File: src/rtl/bip_pkg.sv
// bip_pkg: shared definitions for the accumulator-processor control unit.
//   - opcode encodings (Instr[15:11])
//   - sequencer state enum
//   - accumulator/ALU mux and operation encodings
//   - ctrl_t: the decoded control word produced by bip_decode
package bip_pkg;

  localparam int OPC_W = 5;

  localparam logic [OPC_W-1:0] OP_HLT  = 5'b00000;
  localparam logic [OPC_W-1:0] OP_STO  = 5'b00001;
  localparam logic [OPC_W-1:0] OP_LD   = 5'b00010;
  localparam logic [OPC_W-1:0] OP_LDI  = 5'b00011;
  localparam logic [OPC_W-1:0] OP_ADD  = 5'b00100;
  localparam logic [OPC_W-1:0] OP_ADDI = 5'b00101;
  localparam logic [OPC_W-1:0] OP_SUB  = 5'b00110;
  localparam logic [OPC_W-1:0] OP_SUBI = 5'b00111;

  typedef enum logic [2:0] {
    ST_IDLE    = 3'd0,
    ST_FETCH   = 3'd1,
    ST_DECODE  = 3'd2,
    ST_EXECUTE = 3'd3,
    ST_HALT    = 3'd4
  } state_e;

  // Accumulator source select
  localparam logic [1:0] SELA_RAM = 2'd0;
  localparam logic [1:0] SELA_IMM = 2'd1;
  localparam logic [1:0] SELA_ALU = 2'd2;

  // ALU operand B select
  localparam logic SELB_RAM = 1'b0;
  localparam logic SELB_IMM = 1'b1;

  // ALU operation
  localparam logic ALU_ADD = 1'b0;
  localparam logic ALU_SUB = 1'b1;

  typedef struct packed {
    logic [1:0] sel_a;
    logic       sel_b;
    logic       alu_op;
    logic       wr_acc;
    logic       rd_ram;
    logic       wr_ram;
    logic       is_halt;
  } ctrl_t;

endpackage

File: src/rtl/bip_decode.sv
// bip_decode: purely combinational opcode -> control word.
//   opcode : instruction opcode field
//   ctrl   : mux selects, ALU op, strobe requests and halt flag
// Unknown opcodes decode to an all-zero word, i.e. a NOP.
module bip_decode
  import bip_pkg::*;
#(
  parameter int OPCODE_WIDTH = OPC_W
) (
  input  logic [OPCODE_WIDTH-1:0] opcode,
  output ctrl_t                   ctrl
);

  always_comb begin
    ctrl = '0;
    case (opcode)
      OP_HLT: ctrl.is_halt = 1'b1;
      OP_STO: ctrl.wr_ram  = 1'b1;
      OP_LD: begin
        ctrl.rd_ram = 1'b1;
        ctrl.wr_acc = 1'b1;
        ctrl.sel_a  = SELA_RAM;
      end
      OP_LDI: begin
        ctrl.wr_acc = 1'b1;
        ctrl.sel_a  = SELA_IMM;
      end
      OP_ADD: begin
        ctrl.rd_ram = 1'b1;
        ctrl.wr_acc = 1'b1;
        ctrl.sel_a  = SELA_ALU;
        ctrl.sel_b  = SELB_RAM;
        ctrl.alu_op = ALU_ADD;
      end
      OP_ADDI: begin
        ctrl.wr_acc = 1'b1;
        ctrl.sel_a  = SELA_ALU;
        ctrl.sel_b  = SELB_IMM;
        ctrl.alu_op = ALU_ADD;
      end
      OP_SUB: begin
        ctrl.rd_ram = 1'b1;
        ctrl.wr_acc = 1'b1;
        ctrl.sel_a  = SELA_ALU;
        ctrl.sel_b  = SELB_RAM;
        ctrl.alu_op = ALU_SUB;
      end
      OP_SUBI: begin
        ctrl.wr_acc = 1'b1;
        ctrl.sel_a  = SELA_ALU;
        ctrl.sel_b  = SELB_IMM;
        ctrl.alu_op = ALU_SUB;
      end
      default: ctrl = '0;
    endcase
  end

endmodule

File: src/rtl/bip_sequencer.sv
// bip_sequencer: FETCH/DECODE/EXECUTE control unit for the 16-bit
// accumulator processor.
//   clk, rst_n  : rising-edge clock, asynchronous active-low reset
//   start       : begin execution at pc 0 (honoured in IDLE/HALT only)
//   instr       : program-memory read data for the current pc
//   pc          : program-memory address
//   operand     : IR[10:0]; data-memory address / sign-extension input
//   sel_a       : accumulator source (0 ram, 1 sign-extended operand, 2 ALU)
//   sel_b       : ALU operand B (0 ram, 1 sign-extended operand)
//   alu_op      : 0 add, 1 subtract
//   wr_acc      : accumulator write strobe (EXECUTE)
//   rd_ram      : data-memory read enable (DECODE)
//   wr_ram      : data-memory write strobe (EXECUTE)
//   busy        : high in FETCH, DECODE, EXECUTE
//   halted      : high in HALT
//   cycle_cnt   : saturating count of busy cycles
//   dbg_state   : current FSM state
//
// Interface timing contract: pc is updated at the EXECUTE->FETCH edge and
// held through FETCH; instr must reflect pc before the FETCH->DECODE edge,
// where the instruction is captured. No handshake exists: every instruction
// takes exactly three cycles, and start is a level sampled only while idle
// or halted.
module bip_sequencer
  import bip_pkg::*;
#(
  parameter int PC_WIDTH     = 11,
  parameter int OPCODE_WIDTH = 5,
  parameter int CNT_WIDTH    = 16
) (
  input  logic                             clk,
  input  logic                             rst_n,
  input  logic                             start,
  input  logic [OPCODE_WIDTH+PC_WIDTH-1:0] instr,
  output logic [PC_WIDTH-1:0]              pc,
  output logic [PC_WIDTH-1:0]              operand,
  output logic [1:0]                       sel_a,
  output logic                             sel_b,
  output logic                             alu_op,
  output logic                             wr_acc,
  output logic                             rd_ram,
  output logic                             wr_ram,
  output logic                             busy,
  output logic                             halted,
  output logic [CNT_WIDTH-1:0]             cycle_cnt,
  output state_e                           dbg_state
);

  state_e state;
  ctrl_t  dec;

  // EXECUTE-phase actions latched together with IR at the FETCH->DECODE
  // edge, so nothing in EXECUTE depends combinationally on instr.
  logic exe_wr_acc;
  logic exe_wr_ram;
  logic exe_halt;

  bip_decode #(
    .OPCODE_WIDTH(OPCODE_WIDTH)
  ) u_decode (
    .opcode(instr[OPCODE_WIDTH+PC_WIDTH-1 -: OPCODE_WIDTH]),
    .ctrl  (dec)
  );

  assign dbg_state = state;

  always_ff @(posedge clk or negedge rst_n) begin
    if (!rst_n) begin
      state      <= ST_IDLE;
      pc         <= '0;
      operand    <= '0;
      sel_a      <= SELA_RAM;
      sel_b      <= SELB_RAM;
      alu_op     <= ALU_ADD;
      wr_acc     <= 1'b0;
      rd_ram     <= 1'b0;
      wr_ram     <= 1'b0;
      busy       <= 1'b0;
      halted     <= 1'b0;
      cycle_cnt  <= '0;
      exe_wr_acc <= 1'b0;
      exe_wr_ram <= 1'b0;
      exe_halt   <= 1'b0;
    end else begin
      // Strobes are single-cycle pulses; only the state that owns them
      // raises them again below.
      wr_acc <= 1'b0;
      rd_ram <= 1'b0;
      wr_ram <= 1'b0;

      if (busy && (cycle_cnt != {CNT_WIDTH{1'b1}})) begin
        cycle_cnt <= cycle_cnt + 1'b1;
      end

      case (state)
        ST_IDLE, ST_HALT: begin
          if (start) begin
            state     <= ST_FETCH;
            pc        <= '0;
            cycle_cnt <= '0;
            busy      <= 1'b1;
            halted    <= 1'b0;
          end
        end

        ST_FETCH: begin
          // IR load: operand field and the decoded control word.
          state      <= ST_DECODE;
          operand    <= instr[PC_WIDTH-1:0];
          sel_a      <= dec.sel_a;
          sel_b      <= dec.sel_b;
          alu_op     <= dec.alu_op;
          rd_ram     <= dec.rd_ram;
          exe_wr_acc <= dec.wr_acc;
          exe_wr_ram <= dec.wr_ram;
          exe_halt   <= dec.is_halt;
        end

        ST_DECODE: begin
          state  <= ST_EXECUTE;
          wr_acc <= exe_wr_acc;
          wr_ram <= exe_wr_ram;
        end

        ST_EXECUTE: begin
          if (exe_halt) begin
            // pc keeps pointing at the HLT instruction.
            state  <= ST_HALT;
            busy   <= 1'b0;
            halted <= 1'b1;
          end else begin
            state <= ST_FETCH;
            pc    <= pc + 1'b1;  // wraps silently at the top of memory
          end
        end

        default: begin
          state  <= ST_IDLE;
          busy   <= 1'b0;
          halted <= 1'b0;
        end
      endcase
    end
  end

endmodule

File: config.mk
export PLATFORM = sky130hd
export DESIGN_NAME = bip_sequencer
export DESIGN_NICKNAME = d
export VERILOG_FILES = /design/src/rtl/bip_pkg.sv /design/src/rtl/bip_decode.sv /design/src/rtl/bip_sequencer.sv
export SDC_FILE = /design/constraint.sdc
export NUM_CORES = 1
export LEC_CHECK = 0
export CORE_ASPECT_RATIO = 0.6
export CORE_MARGIN = 1.5
export CORE_UTILIZATION = 30
export CTS_BUF_LIST = sky130_fd_sc_hd__clkbuf_4 sky130_fd_sc_hd__clkbuf_8
export DETAILED_ROUTE_END_ITERATION = 10
export GPL_ROUTABILITY_DRIVEN = 0
export SLEW_MARGIN = 15
export SYNTH_ARGS = -nofsm -noshare
export SYNTH_HDL_FRONTEND = slang
export SYNTH_SLANG_ARGS = --single-unit
File: constraint.sdc
create_clock -name clk -period 2.5 [get_ports clk]
set_input_delay 0.25 -clock clk [delete_from_list [all_inputs] [get_ports clk]]
set_output_delay 0.25 -clock clk [all_outputs]
set_load 0.1 [all_outputs]
Word-level counts from Yosys, hierarchy flattened

Index checks and enable logic that the tools add are counted.

Memories kept: 0
RAM bits: 0
Output and inout port bits: 50
Bits in latches: 0
Bits of input ports: 19
Logic and storage cells: 68
ROM bits: 0
Register bits: 53

Shifts and indexed selects: 0
Mux-type cells: 24
$mul: 0
Bitwise logic cells: 1
Reductions and logical operators: 11
Div/mod/pow operators: 0
$add $sub $neg: 2
Order comparisons: 0
Eq/ne operators: 15

Operators by type and width:

| operator              | number |
|---|---|
| $mux 16               | 3 |
| $mux 11               | 2 |
| $pmux 11 s2           | 1 |
| $eq 5x3->1 const B    | 4 |
| $add 16x1->16 const B | 1 |
| $ne 16x16->1 const B  | 1 |
| $pmux 3 s4            | 1 |
| $add 11x1->11 const B | 1 |
| $mux 1                | 11 |
| $eq 5x2->1 const B    | 2 |
| $eq 3x2->1 const B    | 2 |
| $mux 3                | 2 |
| $ne 2x2->1 const B    | 3 |
| $pmux 1 s3            | 2 |
| $pmux 2 s3            | 1 |
| $reduce_and 3->1      | 2 |
| $reduce_or 6->1       | 1 |
| $eq 5x1->1 const B    | 1 |
| $logic_not 5->1       | 1 |
| $pmux 2 s2            | 1 |
| $reduce_or 2->1       | 2 |
| $reduce_or 4->1       | 1 |
| $eq 3x1->1 const B    | 1 |
| $eq 3x3->1 const B    | 1 |
| 5 further kinds       | 5 |

Logic depth before layout (Yosys ltp)

Depth after elaboration: 5
Depth in mapped cells: 7
Depth with buffers taken out: 5

By module

A second synthesis with hierarchy kept.

Cells, all modules: 233
Area total of the unflattened synthesis: 2566.2 µm²

By module, submodules not included:

| module        | cells an instance | sequential area each (µm²) | area each (µm²) | instances |
|---|---|---|---|---|
| bip_sequencer | 223               | 1326.3                     | 2497.4          | 1 |
| bip_decode    | 10                | 0.0                        | 68.8            | 1 |

Worst setup path before layout

No wires, ideal clock.

Kind: reg-to-reg
Start point: register cycle_cnt[6]
End point: register cycle_cnt[14]
Arrival time: 2.283 ns
Cell stages (with the launch flop): 5
Clock period less this slack: 2.448 ns
Path slack: 0.052 ns
Buffers on the path: 0
Data required time: 2.335 ns
Setup time: 0.165 ns
Cell sequence: dfrtp_1 nand3_1 or4_4 o311ai_1 o41ai_1

Longest elaborated chain between the ends: 5
Elaborated cells on any way between the ends: 6

RTL lines:

| what                                                  | line                | text |
|---|---|---|
| start: declaration                                    | bip_sequencer.sv:45 | `output logic [CNT_WIDTH-1:0] cycle_cnt,` |
| start signal: assignment                              | bip_sequencer.sv:92 | `cycle_cnt <= cycle_cnt + 1'b1;` |
| branches (longest 2 deep; another with $add 16x1->16) | -                   |  |
| $mux 16 *                                             | bip_sequencer.sv:91 | `if (busy && (cycle_cnt != {CNT_WIDTH{1'b1}})) begin` |
| $mux 16                                               | bip_sequencer.sv:97 | `if (start) begin` |
| $mux 16 *                                             | bip_sequencer.sv:95 | `case (state)` |

Mark *: on every way between the ends.
A chain may end at the register's enable or synchronous reset.

Worst setup path in the final report

Start point: register cycle_cnt[0]
End point: register cycle_cnt[3]

The elaborated chain is that of the path after synthesis.

==> results.toml <==
[run_status]
status = "completed"

[layout]
finalInstanceArea_um2 = 3283
final_util_pct = 41.16
fillers = 796
drive_gt1_share_pct = 22.22
diodes = 0
seq_area_um2 = 1326
multi_input_area_um2 = 1096
final_net_count = 344
final_cell_count_no_fill = 432
area_delta_synth_final_pct = 31.20

[logic_synthesis]
synth-main-ff-cell = "dfrtp_1"
synth_area_per_cell_um2 = 9.852
synth_top_area_cell = "dfrtp_1"
yosysSeqAreaShare_pct = 53.00
synth_cells = 254
syn_area_um2 = 2502
synthArstFlopShare_pct = 100.0
yosysWarnings = 0
synth_edf_count = 0
synth_top_area_share_pct = 53.00
synth.distinct_cells = 50
synth_seq_cells = 53
synthTopCellsByArea = "dfrtp_1 (53%), nand2_1 (8.7%), o21ai_0 (2.8%)"
synthesis.nets = 275

[worst_setup_path]
cp.required_ns = 2.74
reg2regPathDepth = 5
max_stage_delay_ns = 0.49
critPathMaxFanout = 7
end_kind = "flop"
crit_path_start_kind = "flop"
cp_data_arrival_time_ns = 2.09
cpMaxStageDelayCell = "o41ai_4"
path_cells = "ha_1 > nand4_1 > o41ai_4 > o21ai_0 > a21oi_1"
path_class = "reg -> reg"

[floorplan]
core_area_um2 = 7976
dieWidth_um = 120.9
floorplan.rows = 25
ios = 69
fp.dieH_um = 73.75
start_util_pct = 31.37
dieArea_um2 = 8916

[clock_tree]
cts_root_buf = "clkbuf_8"
clkTransAtPathRegs_ns = 0.10
clkSinkCount = 53
htreeDepth = 2
clockBufferDepth = 2
numCtsBuffers = 5
cts_tree = "done"
insertion_delay_ns = 0.31

[sta]
finClkSkew_ns = 0.007284
layout_min_cycle_time_ns = 1.856
slew_headroom_pct = 54.18
rsz0062_at_grt = "false"
hold_viol = 0
setup_tns_ns = 0
tightest_slew_ns = 0.6873
setup_violations = 0
slew_violations = 0
max_freq_mhz = 538.9
min_period_over_period_pct = 74.22

[grt]
grt.total_usage_pct = 14.31
grt_pass1_vias = 1923
top_usage_layer = "met1"
use_met3_pct = 5.901
grt_use_met1_pct = 20.72
grt_pass1_wl_um = 9887
grt_remaining_overflow = 0
use_met2_pct = 19.26
antenna_found_initial = 0
grt_max_degree = 26

[detailed_routing]
route.final.wire_length_um = 6044
drc_errors = 0
wl_per_cell_um = 13.99
viasPerCell = 4.792
firstDrtPassIters = 4
first_iter_violations = 136
ant_nets = 0
via_count = 2070

[placed_design]
dp_hpwl_um = 4190
placed_cell_area_um2 = 3153
dp_cells = 423
portBuffers = 68

[flow_run]
cap_violations = 0

[min_path]
hp-class = "in -> async"
[placed cells by master (no fill, tap or decap), types with 2 or more instances in the layout]
cell type	count
nor3_1	3
o41ai_1	3
nor4bb_1	2
o31ai_1	5
inv_1	4
xor2_1	7
and3_1	2
o21ai_0	14
and4_1	2
a21oi_1	11
nand2_1	58
dfrtp_1	53
or3_1	6
clkbuf_8	6
nand4_1	6
and2_1	2
nor2_1	18
o211ai_1	2
or4_1	2
buf_4	54
nor2b_1	2
ha_1	2
clkdlybuf4s50_1	17
nand3b_1	3
nand3_1	12
[metrics by stage]
step	hold WS [ns]	setup slack, ns
6_report	0.3483	0.6444
5_1_grt	0.3642	0.4429
4_1_cts	0.3500	0.6649
3_5_place_dp	0.1552	0.6653
3_3_place_gp	0.1511	0.7414
2_1_floorplan	-0.04559	0.05245
[cells in the mapped netlist, types with 2 or more instances]
master / instances
ha_1: 2
and3_1: 2
nand3_1: 12
nand2_1: 58
inv_1: 4
nand3b_1: 3
nand4_1: 6
xor2_1: 7
nor4bb_1: 2
buf_2: 2
nor2_1: 18
buf_6: 2
nor2b_1: 2
o21ai_0: 14
dfrtp_1: 53
and4_1: 2
nor3_1: 3
or4_1: 2
o31ai_1: 5
o211ai_1: 2
clkbuf_1: 4
and2_1: 2
or3_1: 6
o41ai_1: 3
a21oi_1: 11
buf_4: 3
[routing by layer]
| metal | vias to the layer above | wire length, µm |
|---|---|---|
| met2 | 58 | 2331 |
| li1 | 1040 | - |
| met4 | 0 | 65 |
| met1 | 965 | 3146 |
| met3 | 7 | 499 |
| met5 | - | 0 |
[cell families after synthesis]
| logic type | after synthesis | synth area share, % |
|---|---|---|
| AOI/OAI and AO/OA | 46 | 12.55 |
| xor gates and xnor gates | 8 | 2.800 |
| adders and majority gates | 2 | 0.9998 |
| buffers and inverters | 15 | 3.400 |
| DFF | 53 | 53.00 |
| muxes | 2 | 0.8500 |
| and+or+nand+nor | 128 | 26.40 |
[path summary, 6_finish.rpt]
check / slack (ns) / to / from
setup reg to reg: 0.64 / cycle_cnt[3] / cycle_cnt[0]
min in group clk: 0.45 / operand[0] / instr[0]
max in group asynchronous: 1.53 / dbg_state[2] / rst_n
setup / recovery: 0.64 / cycle_cnt[3] / cycle_cnt[0]
hold reg to reg: 0.49 / operand[0] / operand[0]
hold / removal: 0.35 / cycle_cnt[2] / rst_n
[flip-flops by register name, summed over array words and instances (netlist names), 2 cells and up]
signal,count
sel_a,2
dbg_state,3
operand,11
pc,11
cycle_cnt,16
[what timing repair did]
item                      CTS  global route
hold buffers                1             0
setup buffers               0             0
hold endpoints to repair   10             0
gates resized for setup     0             0
[critical path: cells and delay by family, from the launching register on]
family                     cells  cell delay (ns)
AOI/OAI and AO/OA              3             0.79
DFF                            1             0.44
and+or+nand+nor                1             0.32
adders and majority gates      1             0.24
[final cells by class]
type | count | area share [%]
inverter | 4 | 0.4573
clock buffer | 6 | 2.515
clock inverter | 2 | 1.143
sequential | 53 | 40.40
timing repair buffer | 73 | 17.99
tap | 108 | 4.116
multi-input combinational | 186 | 33.38
Power is not shown: default switching activity piles up to over one toggle a cycle in this logic, so the estimate is an artifact.
